**src/rtl/tcb_lite_lib_interconnect.sv**
```systemverilog
// Parametrised 1-to-IFN TCB-Lite load/store interconnect: base/mask address decode,
// fixed-latency response routing, internal error response for unmapped addresses.
module tcb_lite_lib_interconnect #(
    parameter int unsigned               IFN     = 4,
    parameter int unsigned               ADR     = 32,
    parameter int unsigned               DAT     = 32,
    parameter int unsigned               DLY     = 1,
    parameter logic [IFN-1:0][ADR-1:0]   ADR_BAS = '0,
    parameter logic [IFN-1:0][ADR-1:0]   ADR_MSK = '0,
    parameter int unsigned               CNT_W   = 8
) (
    input  logic                 clk,
    input  logic                 rst,
    input  logic                 sub_vld,
    output logic                 sub_rdy,
    input  logic                 sub_wen,
    input  logic [ADR-1:0]       sub_adr,
    input  logic [DAT/8-1:0]     sub_byt,
    input  logic [DAT-1:0]       sub_wdt,
    output logic [DAT-1:0]       sub_rdt,
    output logic                 sub_err,
    output logic                 sub_rsp,
    output logic [IFN-1:0]       man_vld,
    input  logic [IFN-1:0]       man_rdy,
    output logic                 man_wen,
    output logic [ADR-1:0]       man_adr,
    output logic [DAT/8-1:0]     man_byt,
    output logic [DAT-1:0]       man_wdt,
    input  logic [IFN*DAT-1:0]   man_rdt,
    input  logic [IFN-1:0]       man_err,
    output logic [CNT_W-1:0]     mis_cnt,
    input  logic                 mis_clr
);

    localparam int unsigned IDX_W = (IFN > 1) ? $clog2(IFN) : 1;

    if (IFN < 1 || IFN > 16 || DLY > 4 || (DAT % 8) != 0) begin : g_param_err
        $error("tcb_lite_lib_interconnect: illegal IFN, DLY or DAT");
    end

    logic             hit;
    logic [IDX_W-1:0] sel;
    logic             miss;
    logic             xfer;
    logic             rsp_vld;
    logic [IDX_W-1:0] rsp_idx;
    logic             rsp_mis;
    logic             rsp_man_err;
    logic [CNT_W-1:0] cnt_q, cnt_d;

    // Scan from the top index down so the lowest hitting window wins.
    always_comb begin
        hit = 1'b0;
        sel = '0;
        for (int i = int'(IFN) - 1; i >= 0; i--) begin
            if (((sub_adr ^ ADR_BAS[i]) & ADR_MSK[i]) == '0) begin
                hit = 1'b1;
                sel = IDX_W'(i);
            end
        end
    end

    assign miss = !hit;
    assign xfer = sub_vld && sub_rdy;

    always_comb begin
        man_vld = '0;
        sub_rdy = 1'b1;
        for (int i = 0; i < int'(IFN); i++) begin
            if (hit && sel == IDX_W'(i)) begin
                man_vld[i] = sub_vld;
                sub_rdy    = man_rdy[i];
            end
        end
    end

    assign man_wen = sub_wen;
    assign man_adr = sub_adr;
    assign man_byt = sub_byt;
    assign man_wdt = sub_wdt;

    if (DLY > 0) begin : g_pipe
        logic [DLY-1:0]            vld_q, vld_d;
        logic [DLY-1:0]            mis_q, mis_d;
        logic [DLY-1:0][IDX_W-1:0] idx_q, idx_d;

        always_comb begin
            vld_d[0] = xfer;
            mis_d[0] = miss;
            idx_d[0] = sel;
            for (int s = 1; s < int'(DLY); s++) begin
                vld_d[s] = vld_q[s-1];
                mis_d[s] = mis_q[s-1];
                idx_d[s] = idx_q[s-1];
            end
        end

        always_ff @(posedge clk or negedge rst) begin
            if (!rst) begin
                vld_q <= '0;
                mis_q <= '0;
                idx_q <= '0;
            end else begin
                vld_q <= vld_d;
                mis_q <= mis_d;
                idx_q <= idx_d;
            end
        end

        assign rsp_vld = vld_q[DLY-1];
        assign rsp_mis = mis_q[DLY-1];
        assign rsp_idx = idx_q[DLY-1];
    end else begin : g_bypass
        assign rsp_vld = xfer;
        assign rsp_mis = miss;
        assign rsp_idx = sel;
    end

    always_comb begin
        sub_rdt     = '0;
        rsp_man_err = 1'b0;
        for (int i = 0; i < int'(IFN); i++) begin
            if (rsp_idx == IDX_W'(i)) begin
                rsp_man_err = man_err[i];
                if (rsp_vld && !rsp_mis) begin
                    sub_rdt = man_rdt[i*DAT +: DAT];
                end
            end
        end
        sub_rsp = rsp_vld;
        sub_err = rsp_vld && (rsp_mis || rsp_man_err);
    end

    // Clear wins over a same-cycle increment; increment stops at all-ones.
    always_comb begin
        cnt_d = cnt_q;
        if (mis_clr) begin
            cnt_d = '0;
        end else if (xfer && miss && cnt_q != '1) begin
            cnt_d = cnt_q + 1'b1;
        end
    end

    always_ff @(posedge clk or negedge rst) begin
        if (!rst) begin
            cnt_q <= '0;
        end else begin
            cnt_q <= cnt_d;
        end
    end

    assign mis_cnt = cnt_q;

endmodule

```
**config.mk**
```make
export PLATFORM = sky130hd
export DESIGN_NAME = tcb_lite_lib_interconnect
export DESIGN_NICKNAME = d
export VERILOG_FILES = /design/src/rtl/tcb_lite_lib_interconnect.sv
export SDC_FILE = /design/constraint.sdc
export NUM_CORES = 1
export LEC_CHECK = 0
export ABC_AREA = 0
export BUFFER_PORTS_ARGS = -buffer_cell sky130_fd_sc_hd__buf_2
export CAP_MARGIN = 20
export CORE_AREA = 5 5 124 126
export CTS_CLUSTER_SIZE = 16
export DETAILED_ROUTE_END_ITERATION = 7
export DIE_AREA = 0 0 129 131
export PLACE_DENSITY_LB_ADDON = 0.15
export SLEW_MARGIN = 20
export SYNTH_ARGS = -nofsm -noshare
export SYNTH_HDL_FRONTEND = slang
export SYNTH_SLANG_ARGS = --single-unit
export TNS_END_PERCENT = 30
```
**constraint.sdc**
```tcl
create_clock -name clk -period 1.43 [get_ports clk]
set_clock_uncertainty 0.2 [all_clocks]
set_input_delay 0.286 -clock clk [delete_from_list [all_inputs] [get_ports clk]]
set_output_delay 0.286 -clock clk [all_outputs]
set_load 0.02 [all_outputs]
```
Word-level counts from Yosys, hierarchy flattened
Cells that the tools add are included.
- register bits after elaboration: 1
- input port bits: 209
- word-level logic and storage cells: 4
- mux-type cells: 1
- reductions and logical operators: 2
- operators with widths (cell ; number):
    32-bit two-way mux ; 1
    1-bit logical AND ; 2

Longest topological paths before layout
- word-level depth: 1
- depth in mapped cells: 2
- mapped depth without buffers: 1

Least setup slack after synthesis
OpenSTA, ideal clock, no wires.
- path kind: reg2out
- start: register g_pipe.vld_q, in the netlist sub_rsp
- end: output port sub_err
- arrival time: 889 ps
- data required time: 944 ps
- path slack: 55 ps
- stages on the path, launching flop included: 3
- buffers on the path: 1
- cells stage by stage: dfrtp_1 -> clkbuf_2 -> and2_2
- cells in the longest elaborated chain, start to end: 1
- RTL lines (what ; RTL line ; RTL):
    start, declared ; 83 ; logic [DLY-1:0] vld_q, vld_d;
    start signal, assigned ; 104 ; vld_q <= vld_d;
    1-bit logical AND ; 131 ; sub_err = rsp_vld && (rsp_mis || rsp_man_err);
    end, declared ; 21 ; output logic sub_err,
No other way between the ends.

Worst setup path after layout
- start: register g_pipe.vld_q, in the netlist sub_rsp
- end: output port sub_rdt[21]
- cells in the longest elaborated chain, start to end: 1
- RTL lines (what ; RTL line ; RTL):
    32-bit two-way mux ; 125 ; if (rsp_vld && !rsp_mis) begin
    end, declared ; 20 ; output logic [DAT-1:0] sub_rdt,
No other way between the ends.

==> results.ini <==
[layout]
fin_nets=332
area_delta_synth_final_pct=6.30
insertedDiodeCount=0
drive_gt1_frac=0.893
fin_area_sq_um=971
fin_util=0.0684
largest_register_ffs=1
nFillCells=1683

[critical_path]
crit_chain=buf_12 -> and2_2 -> buf_2
critPathMaxStageDelay_ns=0.41
cp_max_fo=30
worst-setup-path-type=reg2out
arrival_ns=0.92
endpoint_kind=output pin
crit_required_ns=0.94
cp_slowest_cell=dfrtp_2
critPathLaunchType=flip-flop

[drt]
post_drt_wl_per_cell_um=8.88
first_pass_iters=1
vias=619
drt_iter0_drc=0
routed_wl_um=2710
ant_nets=0
vias_per_cell=2.03
drc=0

[logic_synthesis]
syn_area_sq_um=913
ys_ff_latch=1
yosysSeqAreaShare=0.0274
async_flop_share=1.00
ys_types=6
synth_top_cells_by_count=buf_4, and2_2, clkbuf_2
ys.flop_type=dfrtp_1
synth_cells=121
ys_warn_count=0
synth_area_leader_cell=buf_4
syn_area_per_cell_sq_um=7.55
yosysMostFrequentCell=buf_4
netlist_top_cells_area=buf_4, and2_2, dfrtp_1, clkbuf_2, and2_1
yosysTopAreaCellShare=0.674
synth_edf_count=0

[sta]
slew_viol_final=0
hold_viol=0
rsz0062_at_grt=yes
min_period_over_period=0.981
finalSetupTns_ns=0
clock.fmax_mhz=713
setup_violations=0
finalHoldWorstSlack_ns=0.322
period_needed_ns=1.40

[clock_tree]
post-cts-setup-buffer-count=0
clkTransAtPathRegs_ns=0

[grt]
antenna_found_initial=1
grt-ovfl-total=0
grt_max_degree=31
grt.total_usage=0.0238
grt_pass1_vias=499
grt_pass1_wl_um=3020

[power_and_ir_drop]
leakage_nw=0.515
vdd_drop_max_mv=0.0398
power_density_mw_per_mm2=264
total_power_mw=0.257

[place]
hpwl_um=2460
post_dp_cell_area_sq_um=938
gp_routability_congestion=0.583
io_buffers=72

[run_status]
status=completed

[floorplan]
num_rows=44
ios=325
core_area_sq_mm=0.0142
die_w_um=129
die_h_um=131
initial_utilization=0.0643
dieArea_sq_mm=0.0169

[worst_hold_path]
hold_class=in2reg
hold_path_end=sub_rsp
worstHoldStart=man_rdy[0]
min_path_cells=2

[job]
drv_cap=0

-- report_power, final --
group / internal [mW] / switching (mW)
registers: 0.0306 / 0.00202
clock network: 0 / 0
logic: 0.0993 / 0.125
-- worst max-delay path, delay by kind of cell, from the launching register on --
kind | cells | cell delay [ns]
buffers and inverters | 2 | 0.31
DFF | 1 | 0.41
and+or+nand+nor | 1 | 0.18
-- stage by stage --
step                setup WS (ns)  cells
floorplan                  0.0549    131
detailed placement       -0.00426    304
global route             -0.00230    305
CTS                      -0.00720    305
finish                     0.0277    305
global placement          0.00452    304
-- placed cells by master (no fill, tap or decap) --
cell and instances:
buf_4 2, dfrtp_2 1, and2_2 33, conb_1 11, dlygate4sd3_1 1, buf_12 1, buf_2 68, buf_6 3
and2_1 1
-- per-layer routing --
layer | part of all wire | GRT usage
met3 | 0.33 | 0.0256
met2 | 0.44 | 0.0424
met1 | 0.19 | 0.0143
met5 | 0.0048 | 0
met4 | 0.041 | 0.0124
-- timing repair --
action | in CTS | in global routing
resized for setup | 3 | 5
hold buffers | 1 | 0
setup endpoints to repair | 4 | 25
hold endpoints to repair | 1 | 0
-- layout make-up --
| cell class | count | area (sq um) | share of cell area |
|---|---|---|---|
| multi-input combinational | 45 | 295 | 0.304 |
| sequential | 1 | 26.3 | 0.0271 |
| tap | 184 | 230 | 0.237 |
| timing repair buffer | 75 | 419 | 0.432 |
-- kinds of logic after synthesis --
| group | synth area share |
|---|---|
| buffers and inverters | 0.690 |
| DFF | 0.0274 |
| and+or+nand+nor | 0.278 |
| other | 0.00411 |
-- how the worst max path moves through the flow --
stage | from | to | slack, ns
detailed placement | sub_rsp | sub_rdt[21] | -0.004
finish | sub_rsp | sub_rdt[21] | 0.03
global route | sub_rsp | sub_rdt[21] | -0.002
floorplan | sub_rsp | sub_err | 0.05
CTS | sub_rsp | sub_rdt[21] | -0.007
global placement | sub_rsp | sub_rdt[21] | 0.005
No activity file was read; power rests on OpenSTA's default activity.
